--- config.mk ---
export PLATFORM = sky130hd
export DESIGN_NAME = rtlola_event_sequencer
export DESIGN_NICKNAME = d
export VERILOG_FILES = /design/src/rtl/rtlola_seq_pkg.sv /design/src/rtl/rtlola_event_store.sv /design/src/rtl/rtlola_event_sequencer.sv
export SDC_FILE = /design/constraint.sdc
export NUM_CORES = 2
export LEC_CHECK = 0
export ABC_AREA = 1
export BUFFER_PORTS_ARGS = -buffer_cell sky130_fd_sc_hd__buf_2
export CAP_MARGIN = 20
export CORE_MARGIN = 8
export CORE_UTILIZATION = 30
export CTS_CLUSTER_DIAMETER = 150
export DETAILED_ROUTE_END_ITERATION = 6
export GPL_ROUTABILITY_DRIVEN = 0
export PLACE_DENSITY_LB_ADDON = 0.15
export SLEW_MARGIN = 20
export SYNTH_ARGS = -nofsm -noshare
export SYNTH_HDL_FRONTEND = slang
export SYNTH_SLANG_ARGS = --single-unit
--- constraint.sdc ---
create_clock -name clk -period 10.7 [get_ports clk]
set_input_delay 1.605 -clock clk [delete_from_list [all_inputs] [get_ports clk]]
set_output_delay 1.605 -clock clk [all_outputs]
set_load 0.03 [all_outputs]
--- src/rtl/rtlola_seq_pkg.sv ---
// Shared types and default sizing for the RTLola event sequencer.
package rtlola_seq_pkg;

    typedef enum logic [1:0] {
        S_IDLE = 2'd0,
        S_WAIT = 2'd1,
        S_FIRE = 2'd2,
        S_DONE = 2'd3
    } seq_state_t;

    localparam int unsigned DEF_NUM_IN = 2;
    localparam int unsigned DEF_DATA_W = 64;
    localparam int unsigned DEF_DEPTH  = 16;
    localparam int unsigned DEF_TS_W   = 32;
    localparam int unsigned FIRED_W    = 32;

endpackage

--- src/rtl/rtlola_event_store.sv ---
// Event table: one synchronous write port, one asynchronous read port.
module rtlola_event_store
    import rtlola_seq_pkg::*;
#(
    parameter int unsigned NUM_IN = DEF_NUM_IN,
    parameter int unsigned DATA_W = DEF_DATA_W,
    parameter int unsigned DEPTH  = DEF_DEPTH,
    parameter int unsigned TS_W   = DEF_TS_W
) (
    input  logic                       clk,
    input  logic                       we,
    input  logic [$clog2(DEPTH)-1:0]   waddr,
    input  logic [TS_W-1:0]            wts,
    input  logic [NUM_IN-1:0]          wmask,
    input  logic [NUM_IN*DATA_W-1:0]   wdata,
    input  logic [$clog2(DEPTH)-1:0]   raddr,
    output logic [TS_W-1:0]            rts,
    output logic [NUM_IN-1:0]          rmask,
    output logic [NUM_IN*DATA_W-1:0]   rdata
);

    typedef struct packed {
        logic [TS_W-1:0]          ts;
        logic [NUM_IN-1:0]        mask;
        logic [NUM_IN*DATA_W-1:0] data;
    } entry_t;

    // Contents are deliberately not reset; the loader owns them.
    entry_t mem [DEPTH];

    always_ff @(posedge clk) begin
        if (we) begin
            mem[waddr] <= '{ts: wts, mask: wmask, data: wdata};
        end
    end

    assign rts   = mem[raddr].ts;
    assign rmask = mem[raddr].mask;
    assign rdata = mem[raddr].data;

endmodule

--- src/rtl/rtlola_event_sequencer.sv ---
// Table-driven timed stimulus player feeding the RTLola monitor input ports.
module rtlola_event_sequencer
    import rtlola_seq_pkg::*;
#(
    parameter int unsigned NUM_IN = DEF_NUM_IN,
    parameter int unsigned DATA_W = DEF_DATA_W,
    parameter int unsigned DEPTH  = DEF_DEPTH,
    parameter int unsigned TS_W   = DEF_TS_W
) (
    input  logic                       clk,
    input  logic                       rst,
    input  logic                       en,
    input  logic                       load_we,
    input  logic [$clog2(DEPTH)-1:0]   load_addr,
    input  logic [TS_W-1:0]            load_ts,
    input  logic [NUM_IN-1:0]          load_mask,
    input  logic [NUM_IN*DATA_W-1:0]   load_data,
    input  logic [$clog2(DEPTH):0]     num_events,
    input  logic                       loop_mode,
    input  logic                       start,
    input  logic                       abort,
    output logic [NUM_IN*DATA_W-1:0]   input_data,
    output logic [NUM_IN-1:0]          new_input,
    output logic                       busy,
    output logic                       done,
    output logic [$clog2(DEPTH)-1:0]   evt_idx,
    output logic [FIRED_W-1:0]         fired_count,
    output seq_state_t                 dbg_state
);

    localparam int unsigned IDX_W = $clog2(DEPTH);
    localparam int unsigned NUM_W = IDX_W + 1;

    seq_state_t               state_q, state_d;
    logic [TS_W-1:0]          cnt_q;
    logic [IDX_W-1:0]         idx_q, next_idx, rd_addr;
    logic [NUM_W-1:0]         num_q, num_clamped;
    logic [TS_W-1:0]          rd_ts;
    logic [NUM_IN-1:0]        rd_mask, strobe_q;
    logic [NUM_IN*DATA_W-1:0] rd_data, rd_masked, data_q;
    logic [FIRED_W-1:0]       fired_q;
    logic                     idle_like, is_last, rd_short, store_we;

    assign idle_like   = (state_q == S_IDLE) || (state_q == S_DONE);
    assign store_we    = en && load_we && idle_like && !start;
    assign is_last     = ({1'b0, idx_q} + NUM_W'(1)) == num_q;
    assign next_idx    = is_last ? '0 : idx_q + IDX_W'(1);
    assign rd_short    = rd_ts <= TS_W'(1);
    assign num_clamped = (num_events > NUM_W'(DEPTH)) ? NUM_W'(DEPTH) : num_events;

    // The read port looks at whichever entry the next pulse will come from.
    always_comb begin
        rd_addr = '0;
        if (state_q == S_FIRE)      rd_addr = next_idx;
        else if (state_q == S_WAIT) rd_addr = idx_q;
    end

    always_comb begin
        rd_masked = '0;
        for (int k = 0; k < NUM_IN; k++) begin
            if (rd_mask[k]) rd_masked[k*DATA_W +: DATA_W] = rd_data[k*DATA_W +: DATA_W];
        end
    end

    rtlola_event_store #(
        .NUM_IN(NUM_IN), .DATA_W(DATA_W), .DEPTH(DEPTH), .TS_W(TS_W)
    ) u_store (
        .clk   (clk),
        .we    (store_we),
        .waddr (load_addr),
        .wts   (load_ts),
        .wmask (load_mask),
        .wdata (load_data),
        .raddr (rd_addr),
        .rts   (rd_ts),
        .rmask (rd_mask),
        .rdata (rd_data)
    );

    always_ff @(posedge clk or negedge rst) begin
        if (!rst)    state_q <= S_IDLE;
        else if (en) state_q <= state_d;
    end

    // FIRE is the pulse cycle itself, so a delta of 0/1 must skip WAIT entirely.
    always_comb begin
        state_d = state_q;
        if (abort) begin
            state_d = S_IDLE;
        end else begin
            case (state_q)
                S_IDLE, S_DONE: if (start) begin
                    if (num_clamped == '0) state_d = S_DONE;
                    else                   state_d = rd_short ? S_FIRE : S_WAIT;
                end
                S_WAIT: if (cnt_q <= TS_W'(1)) state_d = S_FIRE;
                S_FIRE: begin
                    if (is_last && !loop_mode) state_d = S_DONE;
                    else                       state_d = rd_short ? S_FIRE : S_WAIT;
                end
                default: state_d = S_IDLE;
            endcase
        end
    end

    always_ff @(posedge clk or negedge rst) begin
        if (!rst) begin
            cnt_q    <= '0;
            idx_q    <= '0;
            num_q    <= '0;
            fired_q  <= '0;
            strobe_q <= '0;
            data_q   <= '0;
        end else if (en) begin
            strobe_q <= (state_d == S_FIRE) ? rd_mask : '0;
            data_q   <= (state_d == S_FIRE) ? rd_masked : '0;
            if (abort) begin
                cnt_q   <= '0;
                idx_q   <= '0;
                num_q   <= '0;
                fired_q <= '0;
            end else begin
                case (state_q)
                    S_IDLE, S_DONE: if (start) begin
                        num_q   <= num_clamped;
                        idx_q   <= '0;
                        fired_q <= '0;
                        cnt_q   <= rd_short ? '0 : rd_ts - TS_W'(1);
                    end
                    S_WAIT: cnt_q <= cnt_q - TS_W'(1);
                    S_FIRE: begin
                        fired_q <= fired_q + FIRED_W'(1);
                        if (state_d != S_DONE) begin
                            idx_q <= next_idx;
                            cnt_q <= rd_short ? '0 : rd_ts - TS_W'(1);
                        end
                    end
                    default: ;
                endcase
            end
        end
    end

    always_comb begin
        busy      = (state_q == S_WAIT) || (state_q == S_FIRE);
        done      = (state_q == S_DONE);
        dbg_state = state_q;
    end

    assign input_data  = data_q;
    assign new_input   = strobe_q;
    assign evt_idx     = idx_q;
    assign fired_count = fired_q;

endmodule
### Word level (Yosys, flattened, before mapping)

Memory sizes are Yosys's and may differ from the RTL's.
Index checks and enable logic that the tools add are counted.

* add/subtract/negate cells: 5
* magnitude comparators: 3
* equal/unequal tests: 8
* muxes and demuxes: 32
* reductions and logical operators: 18

Operators by type and width (number)
* $mux W32: 6
* $mux W128: 1
* $mux W64: 2
* $pmux W32 S3: 1
* $le A32 B1 Y1 const B: 2
* $pmux W32 S2: 1
* $sub A32 B1 Y32 const B: 2
* $add A32 B1 Y32 const B: 1
* $mux W4: 6
* $mux W5: 4
* $mux W2: 7
* $reduce_and A3 Y1: 3
* $pmux W4 S2: 1
* $eq A2 B2 Y1 const B: 3
* $pmux W2 S3: 1
* $add A4 B1 Y5 const B: 1
* $eq A5 B5 Y1: 1
* $gt A5 B5 Y1 const B: 1
* $logic_not A5 Y1: 1
* $add A4 B1 Y4 const B: 1
* $logic_and A1 B1 Y1: 4
* $reduce_and A4 Y1: 1
* $reduce_bool A2 Y1: 2
* $ne A3 B2 Y1 const B: 1
* other kinds (9): 12

* register bits after elaboration: 205
* bits in writable memories: 2592
* input port bits: 178
* output and inout port bits: 170
* word-level logic and storage cells: 74
* memories kept: 1

Memories
* u_store.mem: words 16, bits a word 162, read ports 1, clocked after memory_dff 0, write ports 1, line rtlola_event_store.sv:29 `entry_t mem [DEPTH];`

### Logic depth before layout (Yosys ltp)

An unclocked memory read counts as a cell.

* depth after elaboration: 15
* gate-level depth with buffers: 38
* depth with buffers taken out: 32

### By module

Synthesis repeated with hierarchy kept, for this count alone.

* cell total of the unflattened synthesis: 11537
* area, all modules: 120428.0 µm²

Modules (own cells, without submodules)
* rtlola_event_store: instances 1, cells an instance 9679, area an instance 107802.1 µm², sequential area each 77834.6 µm²
* rtlola_event_sequencer: instances 1, cells an instance 1858, area an instance 12625.9 µm², sequential area each 5129.9 µm²

### Worst setup path after synthesis

OpenSTA, ideal clock, no wires.

* path kind: input to register
* from: input port en
* to: memory u_store.mem[0][0] (netlist name) (enable)
* setup time: 0.687 ns
* arrival time: 8.740 ns
* required time: 10.013 ns
* path slack: 1.273 ns
* stages on the path: 4
* path buffers: 0
* cells stage by stage: nand3_1 -> nor2_1 -> nand3_1 -> nor2_1

* cells in the longest elaborated chain, start to end: 5

RTL lines
* start: declaration: line rtlola_event_sequencer.sv:12 `input logic en,`
* $logic_and A1 B1 Y1 (3 in a row): line rtlola_event_sequencer.sv:45 `assign store_we = en && load_we && idle_like && !start;`
* $mux W1: line rtlola_event_store.sv:32 `if (we) begin`
* $mux W1 (not written as such): line rtlola_event_store.sv:33 `mem[waddr] <= '{ts: wts, mask: wmask, data: wdata};`
* end: declaration: line rtlola_event_store.sv:29

Every way passes these cells.

### Final worst setup path

* from: register state_q[1] (netlist: dbg_state[1])
* to: register data_q[57] (netlist: input_data[57])

* cells in the longest elaborated chain, start to end: 12
* elaborated cells on any way between the ends: 19
* classes of those cells: 1 x order compare; 4 x eq/ne; 11 x mux; 2 x reduce/logical; 1 x memory

RTL lines
* start: declaration: line rtlola_event_sequencer.sv:34 `seq_state_t state_q, state_d;`
* start signal: assignment: line rtlola_event_sequencer.sv:82 `else if (en) state_q <= state_d;`
* $eq A2 B1 Y1: line rtlola_event_sequencer.sv:55, rtlola_event_sequencer.sv:91
* $mux W4: line rtlola_event_sequencer.sv:55 `else if (state_q == S_WAIT) rd_addr = idx_q;`
* $mux W4: line rtlola_event_sequencer.sv:54 `if (state_q == S_FIRE) rd_addr = next_idx;`
* $mem_v2 Z16 W162
* $le A32 B1 Y1: line rtlola_event_sequencer.sv:48 `assign rd_short = rd_ts <= TS_W'(1);`
* $mux W2: line rtlola_event_sequencer.sv:94, rtlola_event_sequencer.sv:99
* $mux W2: line rtlola_event_sequencer.sv:93 `if (num_clamped == '0) state_d = S_DONE;`
* $mux W2: line rtlola_event_sequencer.sv:92 `S_IDLE, S_DONE: if (start) begin`
* $pmux W2 S3: line rtlola_event_sequencer.sv:91 `case (state_q)`
* $mux W2: line rtlola_event_sequencer.sv:88 `if (abort) begin`
* $eq A2 B2 Y1: line rtlola_event_sequencer.sv:116 `data_q <= (state_d == S_FIRE) ? rd_masked : '0;`
* $mux W128 (*): line rtlola_event_sequencer.sv:116
* end signal: assignment: line rtlola_event_sequencer.sv:116
* end: declaration: line rtlola_event_sequencer.sv:40 `logic [NUM_IN*DATA_W-1:0] rd_data, rd_masked, data_q;`

Every way passes the cells marked *; elsewhere a longest branch is shown, timed or not.
A chain may end at the register's enable or synchronous reset.

==> flow_metrics.tcl <==
set metrics [dict create \
    initial_utilization 0.300 \
    drt_pass1_iterations 6 \
    grt_pass1_vias 71755 \
    grt_max_degree 179 \
    rr_startpoint "dbg_state[1]" \
    rows 225 \
    syn_inst 8842 \
    die_width_um 628 \
    final_util 0.346 \
    fmax_mhz 115 \
    hold_class "reg2reg" \
    ys_ff_latch 2797 \
    cp.arrival_ns 9.45 \
    critPathCaptureType "register" \
    rsz0062_at_grt "false" \
    grt_pass1_wl_mm 530 \
    io_buffers 347 \
    synth_cell_types 53 \
    final_common_cell "edfxtp_1" \
    power.leakage_nw 44.1 \
    core_um2 374000 \
    cts.clk_slew.worst_paths_ns 0.06 \
    vias_per_cell 5.11 \
    synth_top_area_frac 0.692 \
    first_iter_violations 6072 \
    crit_family "simple AND/OR/NAND/NOR gates" \
    drv_cap 0 \
    cts_tree "built" \
    hold_viol 0 \
    cts.sinks 2797 \
    crit_fanout 104 \
    cts.repair.resized 0 \
    synthesis.area_um2 112000 \
    post_cts_buffers 0 \
    slowest_stage "nand2_8" \
    worst_slew_margin_rel 0.223 \
    seqCellArea_um2 83000 \
    finalSetupViolCount 0 \
    worst-r2r-cell-count 28 \
    r2r-end "input_data[57]" \
    critPathLaunchType "register" \
    nets 9239 \
    synth_top_cells_by_area "edfxtp_1, nand2_1, dfrtp_1" \
    grt_overflow 0 \
    die_height_um 628 \
    critPathKind "reg2reg" \
    wl_per_cell_um 25.7 \
    multi_input_comb_area_um2 25900 \
    drcViolationCount 0 \
    vdd_drop_max_uv 226 \
    yosysSeqAreaShare 0.738 \
    ant_nets 0 \
    fin_skew_ns 0.0472 \
    synthesis.nets 9029 \
    finalCriticalPeriod_ns 8.67 \
    crit_path_max_incr_delay_ns 0.71 \
    period_share 0.810 \
    crit_buf_inv 6 \
    synth_edf_count 2592 \
    avgSynthCellArea_um2 12.7 \
    cts-buffers-inserted 320 \
    fin_hold_ws_ns 0.476 \
    hold_end "input_data[45]" \
    clock_latency_ns 0.91 \
    cts_hold_buf 0 \
    fillers 36638 \
    place_hpwl_mm 189 \
    yosys_warnings 0 \
    worstHoldPathCells 2 \
    wl_mm 369 \
    r2r_slack_ns 2.03 \
    vias 73392 \
    cts_root_buf "clkbuf_16" \
    startpoint "dbg_state[1]" \
    num_io_pins 348 \
    cts_buffer_depth 4 \
    die_area_um2 395000 \
    synthArstFlopShare 0.0733 \
    yosysTopAreaCell "edfxtp_1" \
    layout_common_cells "edfxtp_1, nand2_1, nand3_1" \
    hp-start "input_data[45]" \
    tns_ns 0 \
    drive_gt1_frac 0.116 \
    antenna_found_initial 119 \
    cp_common_cell "nand2_1" \
    cp.required_ns 11.48 \
    worst_slew_pin_slew_ns 1.15 \
    ys.flop_type "edfxtp_1" \
    htree_num_levels 5 \
    power_density_nw_per_um2 235 \
    grt_usage 0.180 \
    drv_slew 0 \
    outcome "complete, no violations" \
    area_growth_syn_to_layout_pct 15.3 \
]
-- routing by layer --
metal,vias up,track usage,part of all wire
li1,32923,-,-
met4,54,0.0409,0.022
met3,548,0.0321,0.058
met5,-,0,0.00090
met2,2047,0.294,0.47
met1,37820,0.249,0.45
-- stage by stage --
| stage | std cells | total power, mW | cell area [um2] | setup WS [ns] |
|---|---|---|---|---|
| 5_1_grt | 14321 | 32.0 | 130000 | 1.42 |
| 4_1_cts | 14316 | 30.8 | 130000 | 2.07 |
| 3_3_place_gp | 13721 | 19.9 | 119000 | 2.22 |
| 3_5_place_dp | 13724 | 20.0 | 119000 | 2.09 |
| 2_1_floorplan | 8842 | 17.6 | 112000 | 1.27 |
| 6_report | 14354 | 30.5 | 130000 | 2.03 |
-- flip-flops by register name, indices dropped and copies added, names as in the netlist --
signal,flops
num_q,5
fired_count,32
cnt_q,32
new_input,2
u_store.mem,2592
input_data,128
dbg_state,2
evt_idx,4
-- Yosys cell counts, types with 3 or more instances --
master	count
a211oi_1	5
a21oi_1	315
a221oi_1	43
a22oi_1	12
a31oi_1	81
a32o_1	99
a32oi_1	16
buf_1	48
buf_2	110
buf_4	24
buf_6	31
clkbuf_1	387
dfrtp_1	205
edfxtp_1	2592
ha_1	9
inv_1	279
inv_2	6
mux2i_1	45
nand2_1	1662
nand2_2	13
nand2_4	3
nand3_1	778
nand3b_1	74
nand4_1	19
nor2_1	784
nor2_2	7
nor2_4	5
nor3_1	29
nor4_1	4
o211ai_1	16
o211ai_2	6
o21ai_0	724
o21ai_2	60
o221ai_1	265
o22ai_1	47
or2_2	3
xnor2_1	13
xor2_1	5
-- how the worst max path moves through the flow --
stage	to	slack, ns	cells after the start
finish	input_data[57]	2.03	28
global route	input_data[62]	1.42	28
CTS	input_data[63]	2.07	28
detailed placement	input_data[58]	2.09	28
global placement	input_data[58]	2.22	28
floorplan	u_store.mem[0][0]	1.27	4
-- power breakdown --
group          total, mW  leakage [nW]  internal (mW)  switching [mW]
clock network       10.8          5.03           6.24            4.52
registers           12.4          26.1           12.2           0.179
logic               7.33          13.0           1.95            5.38
total               30.5          44.1           20.4            10.1
-- cell type report --
cell class / instances / area share
Tap cell: 4994 / 0.0482
Timing Repair Buffer: 488 / 0.0243
Clock buffer: 443 / 0.0683
Inverter: 287 / 0.00842
Sequential cell: 2797 / 0.640
Multi-Input combinational cell: 5158 / 0.200
Clock inverter: 149 / 0.0106
Antenna cell: 38 / 0.000733
-- logic make-up after synthesis --
logic type	count (synthesis)	share of synthesized area
buf+inv	887	0.0337
mux	45	0.00401
flops	2797	0.738
compound gates	1702	0.0959
simple gates	3384	0.126
fa+ha+maj	9	0.00100
xor+xnor	18	0.00140
-- worst register-to-register path: cells and delay by family, from the launching register on --
kind,cells,cell delay (ns)
and+or+nand+nor,17,4.42
DFF,1,0.43
adders and majority gates,2,0.29
buffers and inverters,6,2.51
AOI/OAI and AO/OA,3,0.89
No activity file was read; power rests on OpenSTA's default activity.
